==> config.mk <==
export PLATFORM = sky130hd
export DESIGN_NAME = disco_mem_arbiter
export DESIGN_NICKNAME = d
export VERILOG_FILES = /design/src/rtl/disco_mem_arbiter.sv
export SDC_FILE = /design/constraint.sdc
export NUM_CORES = 1
export LEC_CHECK = 0
export CELL_PAD_IN_SITES_DETAIL_PLACEMENT = 0
export CELL_PAD_IN_SITES_GLOBAL_PLACEMENT = 1
export CORE_ASPECT_RATIO = 1.5
export CORE_UTILIZATION = 12
export CTS_CLUSTER_DIAMETER = 50
export CTS_CLUSTER_SIZE = 16
export DETAILED_ROUTE_END_ITERATION = 8
export GPL_TIMING_DRIVEN = 0
export HOLD_SLACK_MARGIN = 0.08
export PLACE_DENSITY_LB_ADDON = 0.3
export SYNTH_ARGS = -nofsm -noshare
export SYNTH_HDL_FRONTEND = slang
export SYNTH_SLANG_ARGS = --single-unit
export TNS_END_PERCENT = 1
==> constraint.sdc <==
create_clock -name clock -period 2.05 [get_ports clock]
set_input_delay 0.615 -clock clock [delete_from_list [all_inputs] [get_ports clock]]
set_output_delay 0.615 -clock clock [all_outputs]
set_load 0.01 [all_outputs]
==> src/rtl/disco_mem_arbiter.sv <==
// disco_mem_arbiter: fetch/load-store arbiter in front of one single-port synchronous 16-bit memory.
// Build option DISCO_ARB_RR_EN: round-robin on contention instead of data-first with fetch starvation override.
module disco_mem_arbiter #(
  parameter int unsigned ADDR_W   = 16,
  parameter int unsigned MAX_WAIT = 4
) (
  input  logic              clock,
  input  logic              reset,
  input  logic              if_req,
  input  logic [ADDR_W-1:0] if_addr,
  output logic              if_gnt,
  output logic              if_rvalid,
  output logic [15:0]       if_rdata,
  input  logic              d_req,
  input  logic              d_we,
  input  logic [ADDR_W-1:0] d_addr,
  input  logic [15:0]       d_wdata,
  output logic              d_gnt,
  output logic              d_rvalid,
  output logic [15:0]       d_rdata,
  input  logic              halt,
  output logic              mem_en,
  output logic              mem_we,
  output logic [ADDR_W-2:0] mem_addr,
  output logic [15:0]       mem_wdata,
  input  logic [15:0]       mem_rdata
);

  logic if_win;
  logic unused_addr_lsb;

  // Memory is word-addressed; byte-address bit 0 carries no information.
  assign unused_addr_lsb = ^{if_addr[0], d_addr[0]};

`ifdef DISCO_ARB_RR_EN
  logic last_if;

  // Remember which port won last so contention alternates.
  always_ff @(posedge clock or negedge reset) begin
    if (!reset) begin
      last_if <= 1'b1;
    end else if (if_gnt || d_gnt) begin
      last_if <= if_gnt;
    end
  end

  assign if_win = !d_req || !last_if;
`else
  localparam int unsigned WAIT_W = $clog2(MAX_WAIT + 1);
  localparam logic [WAIT_W-1:0] WAIT_MAX = WAIT_W'(MAX_WAIT);

  logic [WAIT_W-1:0] wait_cnt;

  // Count consecutive refused fetch cycles; frozen while halted.
  always_ff @(posedge clock or negedge reset) begin
    if (!reset) begin
      wait_cnt <= '0;
    end else if (!if_req || if_gnt) begin
      wait_cnt <= '0;
    end else if (!halt && (wait_cnt != WAIT_MAX)) begin
      wait_cnt <= wait_cnt + WAIT_W'(1);
    end
  end

  assign if_win = !d_req || (wait_cnt == WAIT_MAX);
`endif

  // Grants are combinational so a request is consumed in the cycle it is presented.
  always_comb begin
    if_gnt = 1'b0;
    d_gnt  = 1'b0;
    if (reset) begin
      if_gnt = if_req && !halt && if_win;
      d_gnt  = d_req && !if_gnt;
    end
  end

  always_comb begin
    mem_en    = if_gnt | d_gnt;
    mem_we    = d_gnt & d_we;
    mem_addr  = if_gnt ? if_addr[ADDR_W-1:1] : d_addr[ADDR_W-1:1];
    mem_wdata = d_wdata;
  end

  // Response owner tracking: memory data returns one cycle after the grant.
  always_ff @(posedge clock or negedge reset) begin
    if (!reset) begin
      if_rvalid <= 1'b0;
      d_rvalid  <= 1'b0;
    end else begin
      if_rvalid <= if_gnt;
      d_rvalid  <= d_gnt;
    end
  end

  assign if_rdata = if_rvalid ? mem_rdata : 16'h0000;
  assign d_rdata  = d_rvalid  ? mem_rdata : 16'h0000;

endmodule

==> Word level (Yosys, flattened, before mapping) <==
Index checks and enable logic that the tools add are counted.
{ "word_totals": {"word_cells": 26, "output_inout_bits": 69, "regBits": 5, "in_bits": 70} }
{ "classes": {"bitwise": 2, "add_sub_neg": 1, "reduce_logical": 11, "n_eq_ne": 2, "muxes": 7} }
{ "ops": {"columns": ["operator", "n"], "rows": [
  ["two-way mux 16 bit", 2],
  ["two-way mux 15 bit", 1],
  ["two-way mux 3 bit", 2],
  ["logical AND 1 bit", 4],
  ["logical NOT 1 bit", 4],
  ["adder 3 x 1 -> 3 bit (second input constant)", 1],
  ["== test 3 bit (second input constant)", 1],
  ["!= test 3 bit (second input constant)", 1],
  ["logical OR 1 bit", 2],
  ["two-way mux 1 bit", 2],
  ["nonzero test 2 bit", 1],
  ["bitwise AND 1 bit", 1],
  ["OR 1 bit", 1]
]} }

==> Depth between registers and ports, before layout <==
Gate-level depths: netlist of the first run.
{ "logic_depth": {"word_depth": 7, "mapped_depth": 6} }

==> Worst setup path after synthesis of the first run <==
No wires, ideal clock.
{ "synth_timing": {"kind": "in2out", "startpoint": "input halt", "endpoint": "output mem_addr[12]", "stages": 4, "required_ns": 1.435, "n_path_buf": 1, "path_slack_ns": -0.008, "t_arrival_ns": 1.443, "path_cell_list": "nand3b_1 a21oi_2 buf_6 mux2_1"} }
{ "synth_between": {"elab_chain_cells": 5} }
{ "synth_rtl": {"columns": ["item", "line", "text"], "rows": [
  ["start, declared", "21", "input logic halt,"],
  ["logical NOT 1 bit", "73", "if_gnt = if_req && !halt && if_win;"],
  ["logical AND 1 bit (2 in a row)", "73", null],
  ["two-way mux 1 bit", "72", "if (reset) begin"],
  ["named net if_gnt", "11", "output logic if_gnt,"],
  ["two-way mux 15 bit", "81", "mem_addr = if_gnt ? if_addr[ADDR_W-1:1] : d_addr[ADDR_W-1:1];"],
  ["end, declared", "24", "output logic [ADDR_W-2:0] mem_addr,"]
]} }
The timed path passes the listed nets, and every way through them passes these cells.

==> Worst setup path in the final report of the first run <==
{ "layout_timing": {"startpoint": "input halt", "endpoint": "output mem_addr[2]"} }
{ "layout_between": {"elab_chain_cells": 5} }
{ "layout_rtl": {"columns": ["item", "line"], "rows": [
  ["logical NOT 1 bit", "73"],
  ["logical AND 1 bit (2 in a row)", "73"],
  ["two-way mux 1 bit", "72"],
  ["two-way mux 15 bit", "81"]
]} }
Every way passes these cells.

==> run_results.csv, run 1 <==
group,metric,value,unit
sta,rsz0062_at_grt,"true",
route,ant_nets,0,
clocking,insertion_delay,0.22,ns
grt,first_global_vias,1131,
yosys,syn-instance-count,92,
power,clkPwrFrac,0.271,
grt,overflow,0,
sta,maxSlewViolCount,0,
clocking,clk_pin_slew,0.03,ns
setup_path,startpoint_type,"input pin",
sta,fin_skew,0.00127,ns
layout,nets,302,
grt,grt_max_degree,11,
yosys,yosysUniqueCellTypes,20,
placement,hpwl,2.84,mm
floorplan,row_count,35,
floorplan,die_area,0.00692,sq mm
route,viasPerCell,3.88,
power,p_sw,0.169,mW
yosys,synth_area_per_cell,8.60,sq um
route,dr_total_vias,1177,
power,ir_drop,120,uV
sta,fmax,415,MHz
yosys,netlist_area,791,sq um
yosys,synth_nets,164,
clocking,cts_hold_buf,0,
sta,worst_slew_pin_slew,0.270,ns
floorplan,die_x,68.3,microns
yosys,synth-seq-cells,5,
setup_path,cp.required,1.43,ns
grt,antenna_found_initial,0,
layout,utilization,0.353,
grt,grtUsageTotal,0.0966,
setup_path,end_kind,"output pin",
layout,multi_input_area,579,sq um
sta,fin_crit_sh,1.18,
layout,insertedDiodeCount,0,
route,wl_met2,1.73,mm
floorplan,die_h,101,microns
min_path,hold_class,"input pin to asynchronous set/reset pin",
setup_path,arrival,1.80,ns
route,totalWireLength,3.55,mm
setup_path,rrSetupSlack,0.54,ns
status,violations,"setup timing",
sta,fin_crit,2.41,ns
power,powerDensity,297,mW/mm^2
sta,finalHoldViolCount,0,
route,firstDrtPassIters,2,
floorplan,start_util,0.126,
setup_path,path_class,"input pin to output pin",
layout,fill_cells,663,
power,combPwrFrac,0.561,
placement,numPortBuffers,120,
setup_path,crit_fanout,4,
floorplan,coreArea,0.00626,sq mm
grt,grt_pass1_wl,5.00,mm
route,wl_met1,1.12,mm
route,avgRoutedWirePerCell,11.7,microns
route,dr_wl_met3,666,microns
flow_run,max-cap-violations,0,
layout,regArea,126,sq um
sta,setup_slack,-0.361,ns
clocking,htreeDepth,1,
clocking,clockBufferDepth,2,
power,power.total,0.656,mW
clocking,cts_tree,"yes",
power,intPower,0.487,mW
route,routed.top_layer,"met4",
sta,relSlewSlack,0.817,
power,seqPwrFrac,0.169,
route,first_iter_violations,12,
placement,gp_congestion,0.664,
yosys,yosysSeqAreaShare,0.158,
floorplan,pin_count,139,
layout,syn_to_final_growth,179,%
clocking,cts_inserted_buffers,3,
sta,setup_violations,18,
clocking,cts-root-buf,"clkbuf_8",
yosys,ys_warn_count,0,
layout,drive_gt1_frac,0.463,
clocking,clock_sinks,5,
power,p_sw_frac,0.258,
power,p_leak,1.07,nW
route,drc,0,
status,status,"complete, but fails checks",
[critical path, stage by stage]
cell	delay, ns
buf_6	0.10
nand3b_1	0.16
a21oi_2	0.15
buf_4	0.15
buf_6	0.11
buf_6	0.10
mux2_4	0.30
buf_6	0.12
[cells in the mapped netlist, drive strengths merged]
cell type | instances | area [sq um]
and2 | 33 | 206
buf | 18 | 143
mux2 | 15 | 169
dfrtp | 5 | 125
a21oi | 3 | 18.8
inv | 3 | 11.3
clkbuf | 2 | 7.51
ha | 2 | 25.0
nand2 | 2 | 7.51
nor3b | 2 | 15.0
a41oi | 1 | 8.76
and4bb | 1 | 12.5
mux2i | 1 | 10.0
nand2b | 1 | 6.26
nand3b | 1 | 7.51
nor4b | 1 | 8.76
xnor2 | 1 | 8.76
[stage by stage]
stage / hold WS (ns) / setup WS, ns / cell area (sq um) / instances / setup TNS, ns
6_report: 0.204 / -0.361 / 2210 / 303 / -4.66
5_1_grt: 0.199 / -0.421 / 2210 / 303 / -5.77
2_1_floorplan: 0.319 / -0.00283 / 791 / 92 / -0.0141
3_3_place_gp: 0.587 / -1.17 / 2080 / 286 / -31.25
3_5_place_dp: 0.583 / -1.17 / 2080 / 286 / -31.31
4_1_cts: 0.200 / -0.353 / 2310 / 303 / -4.62
[layer usage]
layer	track usage	vias to the layer above
met2	0.190	115
met4	0.0337	0
met3	0.0394	2
met5	0	-
li1	-	557
met1	0.0822	503
[power groups by stage]
stage	Combinational [mW]	Clock, mW	Sequential [mW]
2_1_floorplan	0.116	0	0.111
3_3_place_gp	0.344	0	0.112
3_5_place_dp	0.343	0	0.112
4_1_cts	0.376	0.184	0.111
5_1_grt	0.398	0.193	0.111
6_report	0.368	0.178	0.111
[final cells by class]
type,instances,share of cell area
plain buffers,20,0.0703
clock buffers,4,0.0204
inverters,3,0.00510
multi-input cells,64,0.262
flip-flops and latches,5,0.0572
well taps,74,0.0419
repair buffers,133,0.543
[layout by cell type (no fill, tap or decap), drive strengths merged]
| master | Yosys | final |
|---|---|---|
| and4bb | 1 | 1 |
| nand3b | 1 | 1 |
| dlygate4sd2 | 0 | 11 |
| clkbuf | 2 | 17 |
| nor4b | 1 | 1 |
| a41oi | 1 | 1 |
| clkdlybuf4s15 | 0 | 5 |
| inv | 3 | 3 |
| xnor2 | 1 | 1 |
| ha | 2 | 2 |
| mux2 | 15 | 15 |
| nor3b | 2 | 2 |
| a21oi | 3 | 3 |
| and2 | 33 | 33 |
| nand2b | 1 | 1 |
| clkdlybuf4s50 | 0 | 61 |
| nand2 | 2 | 2 |
| dfrtp | 5 | 5 |
| buf | 18 | 63 |
| mux2i | 1 | 1 |
[flip-flops by register name (all words and copies together), names as in the netlist]
signal	flops
wait_cnt	3
if_rvalid	1
d_rvalid	1
[final timing paths]
path                        startpoint          end  depth (start not counted)
max                               halt  mem_addr[2]                          8
min                              reset  wait_cnt[1]                          1
max reg2reg                wait_cnt[0]  wait_cnt[2]                          8
min reg2reg                wait_cnt[2]     d_rvalid                          1
max in group asynchronous        reset    if_rvalid                          1
min in group clock         wait_cnt[2]     d_rvalid                          1
[kinds of logic (layout without fill, tap and decap cells)]
logic type	after synthesis	count (layout)	share of synthesized area
simple gates	41	41	0.334
compound gates	4	4	0.0348
fa+ha+maj	2	2	0.0316
xor+xnor	1	1	0.0111
mux	16	16	0.226
flops	5	5	0.158
buf+inv	23	160	0.204
[what timing repair did]
action / CTS / global route
setup endpoints to repair: 51 / 43
gates resized for setup: 211 / 25
pin swaps: 2 / 0
gates cloned: 1 / 0
buffers inserted: 12 / 0
Power figures use the tool's default switching activity.
==> run 2: changes to the inputs <==
--- a/config.mk
+++ b/config.mk
@@ -8,13 +8,14 @@
 export CELL_PAD_IN_SITES_DETAIL_PLACEMENT = 0
 export CELL_PAD_IN_SITES_GLOBAL_PLACEMENT = 1
 export CORE_ASPECT_RATIO = 1.5
-export CORE_UTILIZATION = 12
+export CORE_UTILIZATION = 13
 export CTS_CLUSTER_DIAMETER = 50
 export CTS_CLUSTER_SIZE = 16
 export DETAILED_ROUTE_END_ITERATION = 8
 export GPL_TIMING_DRIVEN = 0
 export HOLD_SLACK_MARGIN = 0.08
 export PLACE_DENSITY_LB_ADDON = 0.3
+export REMOVE_ABC_BUFFERS = 1
 export SYNTH_ARGS = -nofsm -noshare
 export SYNTH_HDL_FRONTEND = slang
 export SYNTH_SLANG_ARGS = --single-unit
==> constraint.sdc (replaced) <==
create_clock -name clock -period 3 [get_ports clock]
set_input_delay 0.9 -clock clock [delete_from_list [all_inputs] [get_ports clock]]
set_output_delay 0.9 -clock clock [all_outputs]
set_load 0.01 [all_outputs]
==> run_results.csv, run 2 (synthesis gave the netlist of run 1 again) <==
group,metric,value,unit
status,status,"complete, but fails checks",
status,violations,"setup timing",
layout,final_cells,262,
placement,numPortBuffers,104,
grt,first_global_vias,1140,
setup_path,startpoint,"halt",
route,ant_nets,0,
placement,pre_cts_slack,-1.37,ns
setup_path,crit_fanout,5,
floorplan,start_util,0.136,
flow_run,max-cap-violations,0,
setup_path,end_kind,"output pin",
clocking,htreeDepth,1,
sta,rsz0062_at_grt,"true",
setup_path,path_buf_inv,3,
min_path,hold_class,"input pin to asynchronous set/reset pin",
layout,largest_reg_flops,3,
route,firstDrtPassIters,4,
clocking,insertion_delay,0.22,ns
layout,layout_common_cells,"81 x clkdlybuf4s50_1, 33 x and2_1, 14 x buf_6, 11 x mux2_4",
clocking,cts-root-buf,"clkbuf_8",
sta,fin_skew,0.00265,ns
setup_path,path_delay_family,"buffers and inverters",
layout,regMostFlops,"wait_cnt",
sta,fmax,327,MHz
power,p_leak,0.832,nW
clocking,cts_tree,"yes",
clocking,clk_pin_slew,0.04,ns
grt,grt_pass1_wl,5.37,mm
grt,overflow,0,
floorplan,row_count,34,
placement,hpwl,2.53,mm
layout,largestRegisters,"wait_cnt x3, d_rvalid x1, if_rvalid x1",
sta,setup_slack,-0.0575,ns
floorplan,die_area,0.00641,sq mm
sta,maxSlewViolCount,0,
setup_path,path_cells,"buf_8, nand3b_1, buf_4, a21oi_4, mux2_2, clkdlybuf4s15_1",
sta,fin_crit,3.06,ns
setup_path,rrSetupSlack,1.35,ns
clocking,clock_sinks,5,
setup_path,arrival,2.16,ns
route,dr_total_vias,1063,
sta,relSlewSlack,0.712,
floorplan,coreArea,0.00583,sq mm
layout,insertedDiodeCount,0,
layout,syn_to_final_growth,151,%
layout,drive_gt1_frac,0.263,
route,totalWireLength,3.36,mm
setup_path,path_class,"input pin to output pin",
grt,antenna_found_initial,0,
placement,place_inst,248,
layout,fill_cells,630,
route,drc,0,
sta,fin_crit_sh,1.02,
sta,worst_slew_pin_slew,0.432,ns
clocking,cts_inserted_buffers,3,
floorplan,pin_count,139,
layout,nets,263,
power,ir_drop,123,uV
sta,setup_violations,14,
floorplan,die_h,97.5,microns
setup_path,timing.rr.start,"wait_cnt[0]",
setup_path,startpoint_type,"input pin",
sta,tns,-0.513,ns
setup_path,cp.required,2.10,ns
sta,finalHoldViolCount,0,
setup_path,crit_slowest_cell,"mux2_2",
layout,final_common_cell,"clkdlybuf4s50_1",
clocking,clockBufferDepth,2,
power,powerDensity,201,mW/mm^2
setup_path,max_stage_delay,0.36,ns
route,avgRoutedWirePerCell,12.8,microns
floorplan,die_x,65.7,microns
route,viasPerCell,4.06,
route,first_iter_violations,14,
sta,hold_ws,0.488,ns
grt,grt_max_degree,18,
placement,gp_congestion,0.671,
grt,grtUsageTotal,0.109,
layout,utilization,0.341,
## run 2: cell count changes in the layout (fill, tap and decap cells not counted), moves of 3 or more
| cell | change |
|---|---|
| buf_2 | -11 |
| buf_4 | -21 |
| buf_6 | -9 |
| clkbuf_2 | -9 |
| clkdlybuf4s15_2 | -3 |
| clkdlybuf4s50_1 | +20 |
| dlygate4sd2_1 | -10 |
| mux2_4 | -3 |
## run 2: repair_timing
item                                   in CTS  in global routing
hold buffers                                0                  0
setup buffers                               8                  0
setup endpoints to repair                  19                 18
cloned                                      2                  0
resized for setup                         106                  8
endpoints found under the hold margin       0                  0
## run 2: power by group
part           switching, mW  internal, mW  total (mW)
Clock                 0.0308        0.0910       0.122
Sequential           0.00643        0.0716      0.0780
Combinational         0.0625         0.138       0.200
## run 2: worst reg2reg max path, delay by kind of cell, from the launching register on
| family | cells | cell delay, ns |
|---|---|---|
| AO/OA/AOI/OAI | 1 | 0.12 |
| buffers and inverters | 3 | 0.34 |
| AND/OR/NAND/NOR | 2 | 0.48 |
| flip-flops | 1 | 0.37 |
| adder cells (fa/ha/maj) | 1 | 0.24 |
## run 2: final cells by class
cell class                 instances  area (sq um)  share of cell area
timing repair buffer             113          1140               0.573
multi-input combinational         65           577               0.290
sequential                         5           125              0.0630
tap                               72          90.1              0.0453
clock buffer                       4          45.0              0.0227
inverter                           3          11.3             0.00567
## run 2: final timing paths
| path | to | cells past startpoint |
|---|---|---|
| max | mem_addr[13] | 6 |
| min | wait_cnt[2] | 1 |
| max reg2reg | wait_cnt[2] | 7 |
| min reg2reg | wait_cnt[0] | 2 |
| max in group asynchronous | wait_cnt[1] | 1 |
| min in group clock | wait_cnt[0] | 2 |
## run 2: routing by layer
| metal | vias to the layer above | GRT usage | share of wire | wire (microns) |
|---|---|---|---|---|
| li1 | 481 | - | - | - |
| met1 | 454 | 0.0949 | 0.29 | 974 |
| met2 | 124 | 0.199 | 0.50 | 1670 |
| met3 | 4 | 0.0646 | 0.20 | 672 |
| met4 | 0 | 0.0351 | 0.012 | 40 |
| met5 | - | 0 | 0 | 0 |
## run 2: through the flow
stage | total power [mW] | cell area (sq um)
final | 0.400 | 1990
after global routing | 0.429 | 1990
after CTS | 0.407 | 1990
after detailed placement | 0.264 | 1770
after global placement | 0.264 | 1770
after floorplan | 0.131 | 641
==> variant 1, RTL diff (settings of run 1) <==
The parameter `MAX_WAIT` goes from 4 to 2.
--- a/src/rtl/disco_mem_arbiter.sv
+++ b/src/rtl/disco_mem_arbiter.sv
@@ -4,3 +4,3 @@
   parameter int unsigned ADDR_W   = 16,
-  parameter int unsigned MAX_WAIT = 4
+  parameter int unsigned MAX_WAIT = 2
 ) (
Formal check against the unedited RTL: not equivalent (Yosys sat finds a counterexample within 4 cycles, from zero or initial values and one cycle with reset low).
==> variant 1 against run 1 <==
- the run still ends with negative setup slack left
- routed wire length decreased by 13%
- via count decreased by 8.0%
- cell area decreased by 5.9%
- power decreased by 4.3%
- sequential share of layout area decreased by 0.90 points
- area after synthesis decreased by 4.4%
- core utilization decreased by 1.4 points
- clock power decreased by 6%
- final cell count decreased by 4.6%
- setup slack improved by 0.021 ns
- sequential cell count decreased by 1
==> variant 1: results (changes against run 1) <==
| Metric | Value |
|---|---|
| Number of endpoints failing setup at the final stage | 17 (-1) |
| Fin Setup TNS | -5.10 ns (-0.443 ns) |
| Status | finished with violations |
| Largest fanout on the critical path | 5 (+1) |
| Post-route setup slack | -0.340 ns (+0.0206 ns) |
| Synth area leaders | and2_1, buf_4, mux2_2 |
| Multiplexer area fraction after synthesis | 26.7% (+4.0 points) |
| Detailed-routing wirelength on met1 | 955 um (-15%) |
| Synth top cells by count | and2_1, buf_4, mux2_2, mux2_4, dfrtp_1 |
| Synth cell types | 19 (-5.0%) |
| WL met2 | 1.55 mm (-11%) |
| Via-per-instance ratio | 3.75 (-3.5%) |
| Setup skew after layout | 0.00321 ns (+0.00195 ns) |
| Vias in the first global route | 1,090 (-3.6%) |
| Pre-CTS WS | -1.12 ns (+0.0519 ns) |
| Drt first pass iters | 4 (+2) |
| Switching share of total power | 26.3% (+0.48 points) |
| Met2 Usage GRT | 17.5% (-1.5 points) |
| DR WL met3 | 552 um (-17%) |
| Hold Worst Slack | 0.303 ns (+0.0986 ns) |
| Switching power summed over all nets | 165 uW (-2.6%) |
| Number of design-rule violations left by the first detailed-router iteration | 8 (-4) |
| Failing checks | negative setup slack |
| Leakage Power | 0.00101 uW (-6.5%) |
| Overall fraction of global-route tracks in use | 9.16% (-0.50 points) |
| Fraction of final layout cells with drive strength greater than 1 | 48.4% (+2.1 points) |
| Met1 layer usage reported by global route | 8.17% (-0.049 points) |
[variant 1: area by class of cell]
| class | instances | area (um^2) |
|---|---|---|
| buffer | 18 | 130 |
| inverter | 2 | 7.51 |
| timing repair buffer | 128 | 1150 |
| clock buffer | 3 | 41.3 |
| fill | 675 | 4050 |
| sequential | 4 | 100 |
| multi-input combinational | 60 | 557 |
| tap | 74 | 92.6 |
[variant 1: worst paths after layout]
kind	from	to	cells past startpoint
worst max register to register	wait_cnt[0]	wait_cnt[1]	7
min in group clock	wait_cnt[0]	wait_cnt[0]	2
max in group asynchronous	reset	if_rvalid	1
worst min register to register	wait_cnt[0]	wait_cnt[0]	2
worst max-delay path	if_req	mem_addr[10]	6
worst min-delay path	reset	wait_cnt[0]	1
[variant 1: critical path: stages]
cell and delay, ns:
clkdlybuf4s15_2 0.19, nor2b_4 0.14, and3_4 0.24, buf_6 0.15
mux2_4 0.31, buf_6 0.12
==> variant 2, RTL diff (settings of run 1) <==
Without the edit above. Build with the macro `DISCO_ARB_RR_EN` defined.
--- a/src/rtl/disco_mem_arbiter.sv
+++ b/src/rtl/disco_mem_arbiter.sv
@@ -2,2 +2,4 @@
 // Build option DISCO_ARB_RR_EN: round-robin on contention instead of data-first with fetch starvation override.
+`define DISCO_ARB_RR_EN
+
 module disco_mem_arbiter #(
Function: changed (Yosys sat finds a counterexample within 4 cycles, from zero or initial values and one cycle with reset low).
==> variant 2 against run 1 <==
- the flow still finishes with violations (negative setup slack)
- count of clock-buffer cells in the layout unchanged
- first-iteration DRC count decreased by 8.3%
- setup slack improved by 0.23 ns
- sequential cell count decreased by 2
- synthesized cell count decreased by 13%
- sequential share of layout area decreased by 1.8 points
- cell area decreased by 13%
- routed wire length decreased by 16%
- power decreased by 8.6%
- clock skew increased by 0.0012 ns
- area after synthesis decreased by 14%
- critical path type unchanged
==> variant 2: results (changes against run 1) <==
| Metric | Value |
|---|---|
| Status | finished with violations |
| Failing checks | negative setup slack |
| Mapped Nets | 150 (-8.5%) |
| Post-Synth XOR/XNOR Area | 0% (-1.1 points) |
| Clock power frac | 28.6% (+1.5 points) |
| Post-route setup slack | -0.131 ns (+0.230 ns) |
| Synthesized-area fraction occupied by adder cells | 0% (-3.2 points) |
| Crit Reg-Reg Endpoint | if_rvalid |
| Fraction of final layout cells with drive strength greater than 1 | 48.8% (+2.5 points) |
| Global routing usage on met3 | 3.64% (-0.30 points) |
| # fillers | 594 (-10%) |
| Worst reg2reg path startpoint | last_if |
| Transition at the pin with the smallest max-transition slack | 0.239 ns (-0.0308 ns) |
| Synth cell types | 13 (-35%) |
| Via-per-instance ratio | 3.68 (-5.3%) |
| Vias in the first global route | 991 (-12%) |
| Largest fanout on the critical path | 8 (+4) |
| Multiplexer area fraction after synthesis | 28.7% (+6.1 points) |
| Setup skew after layout | 0.00245 ns (+0.00118 ns) |
| Worst-case reg-to-reg path depth | 5 (-3) |
| Number of design-rule violations left by the first detailed-router iteration | 11 (-1) |
| Leading registers by flop count | d_rvalid (1), if_rvalid (1), last_if (1) |
| Synth area leaders | and2_1, buf_4, mux2_4 |
| WL met2 | 1.65 mm (-5.0%) |
| Share of the synthesized area in compound gates (AO/OA/AOI/OAI) | 0.737% (-2.7 points) |
| Final HPWL from detailed placement | 2.57 mm (-9.5%) |
| Met1 layer usage reported by global route | 7.59% (-0.63 points) |
| Data arrival time of the worst path | 1.57 ns (-0.23 ns) |
| Pre-CTS WS | -1.03 ns (+0.143 ns) |
| Power Sequential | 73.4 uW (-34%) |
| Number of endpoints failing setup at the final stage | 17 (-1) |
| Leakage Power | 0.000957 uW (-11%) |
| Drt total wl | 2.99 mm (-16%) |
| Fin Setup TNS | -1.69 ns (+2.97 ns) |
| Global-route wire length before repair | 4.24 mm (-15%) |
| Hold Worst Slack | 0.215 ns (+0.0112 ns) |
[variant 2: cell count changes after synthesis, sizes merged, moves of 2 or more]
cell | before | now
dfrtp | 5 | 2
nor3b | 2 | 0
nand2 | 2 | 5
ha | 2 | 0
a21oi | 3 | 1
[variant 2: final cells by class]
| class | instances | area share, % |
|---|---|---|
| inverter | 2 | 0.518 |
| tap | 70 | 4.53 |
| multi-input combinational | 56 | 24.4 |
| buffer | 19 | 7.77 |
| sequential | 3 | 3.95 |
| clock buffer | 4 | 2.33 |
| timing repair buffer | 125 | 56.5 |
[variant 2: what timing repair did]
action	in CTS	in global routing
pin swaps	2	1
setup buffers	4	1
setup endpoints to repair	51	49
hold buffers	0	0
gates resized for setup	189	37
[variant 2: worst max path at each step]
stage | from | endpoint
floorplan | if_req | mem_addr[10]
global route | halt | mem_addr[9]
finish | halt | mem_addr[13]
detailed placement | reset | mem_addr[8]
global placement | reset | mem_addr[8]
CTS | halt | mem_addr[8]
